<file path="src/rtl/task_icd_pkg.sv">
// rtl/task_icd_pkg.sv - task ICD message types and constants shared by the parser
package task_icd_pkg;

  localparam int HEADER_WORDS = 4;
  localparam int LEN_IDX      = 0;
  localparam int SEQ_ID_IDX   = 1;
  localparam int TASK_ID_IDX  = 2;
  localparam int STATUS_IDX   = 3;

  typedef enum logic [31:0] {
    TASK_VALID      = 32'd0,
    HEADER_INVALID  = 32'd1,
    PAYLOAD_INVALID = 32'd2,
    EXE_ERROR       = 32'd3
  } status_t;

  typedef struct packed {
    logic [31:0] len;
    logic [31:0] seq_id;
    logic [31:0] task_id;
    logic [31:0] status;
  } msg_hdr_t;

  typedef enum logic [1:0] {
    HDR,
    PAYLOAD,
    DRAIN,
    EMIT
  } parser_state_t;

endpackage

</file>
<file path="src/rtl/task_msg_parser_hdr_check.sv">
// rtl/task_msg_parser_hdr_check.sv - combinational header validation (task_hdr_check)
module task_hdr_check
  import task_icd_pkg::*;
#(
  parameter int MAX_MSG_WORDS = 12,
  parameter int TASK_ID_LO    = 100,
  parameter int NUM_TASK_IDS  = 2,
  localparam int WC_W         = $clog2(MAX_MSG_WORDS + 1)
) (
  input  msg_hdr_t          hdr,
  input  logic              seq_check,
  input  logic [31:0]       seq_exp,
  output logic              header_ok,
  output logic [WC_W-1:0]   len_words
);

  logic len_ok;
  logic task_ok;
  logic status_ok;
  logic seq_ok;

  always_comb begin
    len_ok    = (hdr.len[1:0] == 2'b00) && (hdr.len >= 32'd16) &&
                (hdr.len <= 32'(MAX_MSG_WORDS * 4));
    task_ok   = (hdr.task_id >= 32'(TASK_ID_LO)) &&
                (hdr.task_id < 32'(TASK_ID_LO + NUM_TASK_IDS));
    status_ok = (hdr.status == TASK_VALID);
    seq_ok    = !seq_check || (hdr.seq_id == seq_exp);
    header_ok = len_ok && task_ok && status_ok && seq_ok;
    // Only meaningful when len_ok; the range check bounds LEN/4 to WC_W bits.
    len_words = hdr.len[WC_W+1:2];
  end

endmodule

</file>
<file path="src/rtl/task_msg_parser.sv">
// rtl/task_msg_parser.sv - task ICD stream parser; option TASK_MSG_PARSER_SEQ_CHECK_EN
module task_msg_parser
  import task_icd_pkg::*;
#(
  parameter int MAX_MSG_WORDS = 12,
  parameter int TASK_ID_LO    = 100,
  parameter int NUM_TASK_IDS  = 2
) (
  input  logic                                  clk,
  input  logic                                  rst_n,
  input  logic                                  s_valid,
  output logic                                  s_ready,
  input  logic [31:0]                           s_data,
  input  logic                                  s_last,
  output logic                                  m_valid,
  input  logic                                  m_ready,
  output logic [31:0]                           m_len,
  output logic [31:0]                           m_seq_id,
  output logic [31:0]                           m_task_id,
  output logic [31:0]                           m_status,
  output logic [(MAX_MSG_WORDS-4)*32-1:0]       m_payload,
  output logic [$clog2(MAX_MSG_WORDS-3)-1:0]    m_payload_words
);

  localparam int P_WORDS = MAX_MSG_WORDS - HEADER_WORDS;
  localparam int PW_W    = $clog2(MAX_MSG_WORDS - 3);
  localparam int WC_W    = $clog2(MAX_MSG_WORDS + 1);

  parser_state_t            state_q, state_d;
  status_t                  verdict_q, verdict_d;
  logic                     ready_q;
  logic [WC_W-1:0]          wcnt_q;
  logic [WC_W-1:0]          lw_q;
  logic [WC_W-1:0]          n_next;
  logic [WC_W-1:0]          pidx;
  logic [PW_W-1:0]          pw_q;
  logic [31:0]              len_q, seq_q, task_q;
  logic [P_WORDS*32-1:0]    payload_q;
  msg_hdr_t                 hdr_cand;
  logic                     hdr_ok;
  logic [WC_W-1:0]          len_words;
  logic                     seq_check;
  logic [31:0]              seq_exp;
  logic                     xfer;
  logic                     done;
  logic                     last_hdr;

  assign xfer     = s_valid && s_ready;
  assign done     = m_valid && m_ready;
  assign last_hdr = (wcnt_q == WC_W'(STATUS_IDX));
  assign n_next   = wcnt_q + WC_W'(1);
  assign pidx     = wcnt_q - WC_W'(HEADER_WORDS);
  assign hdr_cand = '{len: len_q, seq_id: seq_q, task_id: task_q, status: s_data};

  task_hdr_check #(
    .MAX_MSG_WORDS (MAX_MSG_WORDS),
    .TASK_ID_LO    (TASK_ID_LO),
    .NUM_TASK_IDS  (NUM_TASK_IDS)
  ) u_hdr_check (
    .hdr       (hdr_cand),
    .seq_check (seq_check),
    .seq_exp   (seq_exp),
    .header_ok (hdr_ok),
    .len_words (len_words)
  );

`ifdef TASK_MSG_PARSER_SEQ_CHECK_EN
  logic        seq_base_q;
  logic [31:0] seq_exp_q;

  // Baseline is taken from the first accepted TASK_VALID record after reset.
  always_ff @(posedge clk or negedge rst_n) begin
    if (!rst_n) begin
      seq_base_q <= 1'b0;
      seq_exp_q  <= '0;
    end else if (done && verdict_q == TASK_VALID) begin
      seq_base_q <= 1'b1;
      seq_exp_q  <= seq_q + 32'd1;
    end
  end

  assign seq_check = seq_base_q;
  assign seq_exp   = seq_exp_q;
`else
  assign seq_check = 1'b0;
  assign seq_exp   = '0;
`endif

  always_ff @(posedge clk or negedge rst_n) begin
    if (!rst_n) begin
      state_q <= HDR;
      ready_q <= 1'b0;
    end else begin
      state_q <= state_d;
      ready_q <= (state_d != EMIT);
    end
  end

  always_comb begin
    state_d   = state_q;
    verdict_d = verdict_q;
    m_valid   = 1'b0;
    case (state_q)
      HDR: begin
        if (xfer) begin
          if (!last_hdr) begin
            if (s_last) begin
              state_d   = EMIT;
              verdict_d = HEADER_INVALID;
            end
          end else if (!hdr_ok) begin
            state_d   = s_last ? EMIT : DRAIN;
            verdict_d = HEADER_INVALID;
          end else if (len_words == WC_W'(HEADER_WORDS)) begin
            state_d   = s_last ? EMIT : DRAIN;
            verdict_d = s_last ? TASK_VALID : PAYLOAD_INVALID;
          end else if (s_last) begin
            state_d   = EMIT;
            verdict_d = PAYLOAD_INVALID;
          end else begin
            state_d   = PAYLOAD;
            verdict_d = TASK_VALID;
          end
        end
      end
      PAYLOAD: begin
        if (xfer) begin
          if (s_last) begin
            state_d   = EMIT;
            verdict_d = (n_next == lw_q) ? TASK_VALID : PAYLOAD_INVALID;
          end else if (n_next == lw_q) begin
            state_d   = DRAIN;
            verdict_d = PAYLOAD_INVALID;
          end
        end
      end
      DRAIN: begin
        if (xfer && s_last) state_d = EMIT;
      end
      EMIT: begin
        m_valid = 1'b1;
        if (m_ready) state_d = HDR;
      end
      default: state_d = HDR;
    endcase
  end

  always_ff @(posedge clk or negedge rst_n) begin
    if (!rst_n) begin
      verdict_q <= TASK_VALID;
      wcnt_q    <= '0;
      lw_q      <= '0;
      pw_q      <= '0;
      len_q     <= '0;
      seq_q     <= '0;
      task_q    <= '0;
      payload_q <= '0;
    end else if (done) begin
      verdict_q <= TASK_VALID;
      wcnt_q    <= '0;
      lw_q      <= '0;
      pw_q      <= '0;
      len_q     <= '0;
      seq_q     <= '0;
      task_q    <= '0;
      payload_q <= '0;
    end else begin
      verdict_q <= verdict_d;
      if (xfer && state_q == HDR) begin
        wcnt_q <= n_next;
        if (wcnt_q == WC_W'(LEN_IDX))     len_q  <= s_data;
        if (wcnt_q == WC_W'(SEQ_ID_IDX))  seq_q  <= s_data;
        if (wcnt_q == WC_W'(TASK_ID_IDX)) task_q <= s_data;
        if (last_hdr)                     lw_q   <= len_words;
      end else if (xfer && state_q == PAYLOAD) begin
        // Exit on n == LEN/4 keeps pidx below P_WORDS.
        wcnt_q                   <= n_next;
        payload_q[pidx*32 +: 32] <= s_data;
        pw_q                     <= pw_q + PW_W'(1);
      end
    end
  end

  assign s_ready         = ready_q;
  assign m_len           = len_q;
  assign m_seq_id        = seq_q;
  assign m_task_id       = task_q;
  assign m_status        = verdict_q;
  assign m_payload       = payload_q;
  assign m_payload_words = pw_q;

endmodule

</file>
<file path="config.mk">
export PLATFORM = sky130hd
export DESIGN_NAME = task_msg_parser
export DESIGN_NICKNAME = d
export VERILOG_FILES = /design/src/rtl/task_icd_pkg.sv /design/src/rtl/task_msg_parser_hdr_check.sv /design/src/rtl/task_msg_parser.sv
export SDC_FILE = /design/constraint.sdc
export NUM_CORES = 1
export LEC_CHECK = 0
export BUFFER_PORTS_ARGS = -buffer_cell sky130_fd_sc_hd__buf_2
export CAP_MARGIN = 15
export CORE_UTILIZATION = 30
export CTS_CLUSTER_DIAMETER = 30
export CTS_CLUSTER_SIZE = 10
export DETAILED_ROUTE_END_ITERATION = 10
export SLEW_MARGIN = 20
export SYNTH_ARGS = -nofsm -noshare
export SYNTH_HDL_FRONTEND = slang
export SYNTH_SLANG_ARGS = --single-unit
</file>
<file path="constraint.sdc">
create_clock -name clk -period 2.8 [get_ports clk]
set_input_delay 0.42 -clock clk [delete_from_list [all_inputs] [get_ports clk]]
set_output_delay 0.42 -clock clk [all_outputs]
set_load 0.02 [all_outputs]
</file>
# Word level (Yosys, flattened, before mapping)

Index checks and enable logic that the tools add are counted.
W data, S select, Z words.

$add $sub $neg: 4
$lt $le $gt $ge: 4
Equality and inequality tests: 14
Shift operators: 2
Mux-type cells: 49
Reductions and logical operators: 28

Operator list:

| operator                    | number |
|---|---|
| $mux W256                   | 3 |
| $mux W32                    | 16 |
| $bwmux W256                 | 1 |
| $shift A32 B34 Y256 const A | 1 |
| $shiftx A32 B34 Y256        | 1 |
| $pmux W32 S2                | 1 |
| $mux W4                     | 9 |
| $neg A9 Y34                 | 1 |
| $ge A32 B5 Y1 const B       | 1 |
| $ge A32 B7 Y1 const B       | 1 |
| $le A32 B6 Y1 const B       | 1 |
| $logic_not A32 Y1           | 1 |
| $lt A32 B7 Y1 const B       | 1 |
| $mux W2                     | 16 |
| $reduce_bool A2 Y1          | 6 |
| $logic_and A1 B1 Y1         | 10 |
| $reduce_and A2 Y1           | 5 |
| $add A4 B1 Y4 const B       | 2 |
| $eq A4 B2 Y1 const B        | 2 |
| $ne A4 B4 Y1 const B        | 2 |
| $pmux W2 S4                 | 1 |
| $ne A3 B3 Y1 const B        | 2 |
| $reduce_bool A3 Y1          | 2 |
| $reduce_and A5 Y1           | 1 |
| other kinds (10)            | 14 |

Register bits after elaboration: 399
Output and inout bits: 390
Logic and storage cells: 111

# Logic depth before layout (Yosys ltp)

Word-level depth: 10
Depth in mapped cells: 13

# Modules after synthesis

A second synthesis with hierarchy kept.

Cell total of the unflattened synthesis: 1500
Area, all modules: 15583.7 um^2

By module, submodules not included:

| module          | instances | cells each | area an instance (um^2) | seq. area each (um^2) |
|---|---|---|---|---|
| task_msg_parser | 1         | 1417       | 14976.9                 | 9233.9 |
| task_hdr_check  | 1         | 83         | 606.8                   | 0.0 |

# Worst setup path after synthesis

OpenSTA, ideal clock, no wires.

Path type: register to register
From: reg wcnt_q[2]
To: reg payload_q[187] (netlist: m_payload[187])
Library setup time: 0.066 ns
Data arrival time: 2.257 ns
Required time: 2.734 ns
Setup slack: 0.477 ns
Stages on the path, launching flop included: 11
Path buffers: 3
Clock period less this slack: 2.323 ns
Cells stage by stage: dfrtp_1 -> buf_2 -> inv_1 -> ha_1 -> ha_1 -> nand4_1 -> nor2_4 -> and3_1 -> buf_2 -> buf_2 -> a22o_1

Word-level cells in the longest chain between the ends: 7

Ends and longest elaborated chain:

| what                                                        | RTL line               | text |
|---|---|---|
| start, declared                                             | task_msg_parser.sv:32  | `logic [WC_W-1:0] wcnt_q;` |
| start signal, assigned                                      | task_msg_parser.sv:170 | `wcnt_q <= n_next;` |
| start signal, assigned                                      | task_msg_parser.sv:177 | `wcnt_q <= n_next;` |
| $sub A4 B3 Y4 *                                             | task_msg_parser.sv:52  | `assign pidx = wcnt_q - WC_W'(HEADER_WORDS);` |
| $neg A9 Y34 *                                               | task_msg_parser.sv:178 | `payload_q[pidx*32 +: 32] <= s_data;` |
| $shiftx A32 B34 Y256 or $shift A32 B34 Y256 (tied branches) | task_msg_parser.sv:178 |  |
| $bwmux W256 *                                               | task_msg_parser.sv:178 |  |
| $mux W256 *                                                 | task_msg_parser.sv:175 | `end else if (xfer && state_q == PAYLOAD) begin` |
| $mux W256 *                                                 | task_msg_parser.sv:169 | `if (xfer && state_q == HDR) begin` |
| $mux W256 *                                                 | task_msg_parser.sv:158 | `end else if (done) begin` |
| end signal, assigned by index                               | task_msg_parser.sv:178 |  |
| end, declared                                               | task_msg_parser.sv:38  | `logic [P_WORDS*32-1:0] payload_q;` |

Mark *: on every way between the ends. The rest lies on a longest branch, timed or not. The select of a mux whose other input is x is not followed.
A chain may end at the register's enable or synchronous reset.

# Worst setup path after layout

From: reg wcnt_q[1]
To: reg ready_q (netlist: s_ready)

Word-level cells in the longest chain between the ends: 7

Ends and longest elaborated chain:

| what                 | RTL line               | text |
|---|---|---|
| $add A4 B1 Y4        | task_msg_parser.sv:51  | `assign n_next = wcnt_q + WC_W'(1);` |
| $eq A4 B4 Y1         | task_msg_parser.sv:131 | `end else if (n_next == lw_q) begin` |
| $mux W2              | task_msg_parser.sv:131 |  |
| $mux W2              | task_msg_parser.sv:128 | `if (s_last) begin` |
| $mux W2              | task_msg_parser.sv:127 | `if (xfer) begin` |
| $pmux W2 S4 *        | task_msg_parser.sv:103 | `case (state_q)` |
| $ne A2 B2 Y1 *       | task_msg_parser.sv:95  | `ready_q <= (state_d != EMIT);` |
| end signal, assigned | task_msg_parser.sv:95  |  |
| end, declared        | task_msg_parser.sv:31  | `logic ready_q;` |

Mark *: on every way between the ends. The rest lies on a longest branch, timed or not.

==> reports/summary.txt <==
Status - completed
VDD IR max - 0.000543 V
DP Area - 18,100 um^2
Final Cell Area - 21,500 um^2
CP required - 3290 ps
Initial Util - 30.5%
Tightest Pin Transition - 1090 ps
Slew Limit Fails - 0
Worst setup margin - 157 ps
Syn Area/Cell - 11.1 um^2
GRT Overall Usage - 23.8%
Antenna viol nets, final - 0
Reg2reg end - s_ready$_DFF_PN0_
Worst Hold Depth - 3
Comb power frac - 21.7%
Seq cells post-synth - 369
CTS tree - yes
Fin Clk Skew - 29.9 ps
Total of max-cap violations - 0
DIE AREA - 50,900 um^2
Core area - 49,200 um^2
Yosys warning count - 0
TritonRoute pass-1 iters - 6
Leakage power total - 11.5 nW
Clock sink count - 369
Share of layout cells above drive strength 1 - 36.4%
Floorplan row count - 81
Arrival @ worst endpoint - 3140 ps
Inserted Clock Buffers - 93
Vias in the first global route - 12,695
# fillers - 4,622
Dpl hpwl - 42,000 um
Critical Path Start Type - register
Total grt overflow - 0
PD cells - 1090 nW/um^2
Clk root buf - clkbuf_16
Synthesized area - 15,000 um^2
GPL Wtd Cong - 0.902
Fin crit period - 2640 ps
Worst Setup End Kind - register
Vias per cell - 5.06
R2r setup slk - 160 ps
Int Power - 0.0157 W
Max Clk Rate - 378 MHz
Final setup violation count - 0
Clock Pin Slew Worst Setup and Hold Paths - 50 ps
WHS Endpoint - m_status[0]$_DFFE_PN0P_
Post-synthesis sequential area ratio - 61.5%
Library cells used by synthesis - 52
Dpl ws - -200 ps
Die height - 226 um
IO Count - 427
Wire length of the first global-routing pass - 87,900 um
I/O Buffers - 396
Hold Worst Slack - 150 ps
Drc violations - 0
Maximum root-to-sink buffer count - 3
Area Growth Syn to Fin - 43.6%
Synth Instances - 1,348
WL final - 61,100 um
Reg power frac - 28.8%
Slew Limit Headroom - 27.6%
Wire length per cell - 23.9 um
Setup Buffers After CTS - 0
Power share of the clock group - 49.4%
Starting DRT DRC Count - 996
Initial antenna violation count - 1
Net Sw Frac - 32.7%
Hold_sp - m_ready
Reg2reg path depth - 7
Chip Width - 226 um
Max FO, Critical Path - 7
Clk_lat worst skew - 620 ps
Reg2reg start - wcnt_q[1]$_DFFE_PN0P_
CTS H-tree depth - 3
Sw Pwr - 0.00766 W
Final Cycle Share - 94.4%
Final Hold Vio Count - 0
# nets final - 1,853
Class of the worst hold path - in -> reg
Pin count of the biggest net entering global routing - 75
Crit Path Category - reg -> reg
Vias - 12,916
==> cell usage in the layout (no fill, tap or decap), types with 14 or more instances in the layout <==
cell type	netlist	final
clkinv_2	0	14
a21oi_1	77	77
nor4_1	22	21
conb_1	1	30
mux2i_1	36	36
clkbuf_16	0	94
clkinvlp_4	0	14
nand3_1	48	48
dfrtp_1	369	369
bufinv_16	0	18
nand2_1	267	264
buf_2	33	395
nor2_1	44	44
o21ai_0	36	36
buf_4	39	82
a22o_1	189	189
==> worst max-delay path by stage <==
stage / depth (start not counted) / end / slack, ps / startpoint
6_report: 7 / s_ready$_DFF_PN0_ / 160 / wcnt_q[1]$_DFFE_PN0P_
3_5_place_dp: 8 / state_q[0]$_DFF_PN0_ / -200 / s_data[2]
2_1_floorplan: 10 / m_payload[187]$_DFFE_PN0P_ / 480 / wcnt_q[2]$_DFFE_PN0P_
5_1_grt: 7 / s_ready$_DFF_PN0_ / -10 / wcnt_q[1]$_DFFE_PN0P_
4_1_cts: 7 / m_status[1]$_DFFE_PN0P_ / 120 / wcnt_q[1]$_DFFE_PN0P_
3_3_place_gp: 8 / state_q[0]$_DFF_PN0_ / -140 / s_data[2]
==> logic make-up (layout without fill, tap and decap cells) <==
kind of cell,Yosys count,count (layout),share of synthesized area (%)
flops,369,369,61.5
compound gates,319,319,15.7
simple gates,436,436,13.2
buf+inv,167,676,5.60
fa+ha+maj,10,10,0.834
mux,36,36,2.40
xor+xnor,10,10,0.684
other cells,1,31,0.0250
==> metrics by stage <==
stage                     std cells  power (W)  TNS (ps)  utilization [%]
after global routing           2551     0.0243     -11.3             43.8
after CTS                      2550     0.0235         0             43.8
after floorplan                1377    0.00949         0                -
after global placement         2374     0.0118      -505             36.8
after detailed placement       2374     0.0119      -739             36.8
final                          2551     0.0234         0             43.8
==> registers in the layout (all words and copies together) (netlist names) <==
signal           count
wcnt_q               4
m_len               32
m_seq_id            32
s_ready              1
state_q              2
lw_q                 4
m_payload          256
m_task_id           32
m_status             2
m_payload_words      4
==> power groups by stage <==
stage	clock, W	sequential, W	combinational [W]
after floorplan	0	0.00748	0.00201
after global placement	0	0.00677	0.00502
after detailed placement	0	0.00681	0.00508
after CTS	0.0117	0.00674	0.00509
after global routing	0.0120	0.00684	0.00546
final	0.0116	0.00675	0.00509
==> synth_stat cells, drive strengths merged <==
master   number  area (um^2)
o41ai         1         16.3
and4b         1         10.0
a22oi         1         12.5
xnor2         5         43.8
a311oi        2         17.5
dfrtp       369         9230
and3          7         43.8
o21a          2         15.0
nor4         25          175
buf          83          522
nand3b        1         20.0
mux2i        36          360
or2           1         6.26
nor2         51          234
nand4bb       1         11.3
nor3          3         20.0
or3           1         6.26
and4bb        1         12.5
clkbuf       73          277
or4           2         15.0
o21ai        36          180
nand3        48          240
o211ai        1         7.51
nand4        10         62.6
and4          1         8.76
and3b         1         8.76
a22o        189         1660
nand2       269         1010
nand2b        5         31.3
a31oi         7         43.8
and2          6         40.0
nand4b        1         8.76
conb          1         3.75
ha           10          125
xor2          4         35.0
inv          11         41.3
nor4bb        1         10.0
o22a          1         8.76
a21oi        77          385
o221ai        1         8.76
xor3          1         23.8
o31ai         1         7.51
==> critical path, cell delays in order, from the launching register on <==
cell	delay [ps]
dfrtp_1	480
ha_1	370
nor4bb_2	400
nand4_1	170
nor4_2	500
and2_4	270
a311oi_1	120
o221ai_1	230
==> cell type report <==
cell class                      count  area [um^2]  area share (%)
Antenna cell                        1         2.50          0.0116
Clock buffer                      115         2530            11.7
Clock inverter                     60          883            4.10
Inverter                           11         41.3           0.192
Multi-Input combinational cell    841         5180            24.1
Sequential cell                   369         9230            42.9
Tap cell                          664          831            3.86
Timing Repair Buffer              490         2840            13.2
==> metal layers <==
layer	wire (um)	vias up	GRT usage (%)
li1	-	5633	-
met1	25400	6626	30.6
met2	29100	558	38.1
met3	4720	99	6.28
met4	1910	0	9.52
met5	0	-	0
==> what timing repair did <==
action	CTS	global route
hold buffers	1	0
hold endpoints to repair	62	0
endpoints found under the setup margin	4	2
pin swaps	0	0
resized for setup	1	2
No activity file was read; power rests on OpenSTA's default activity.
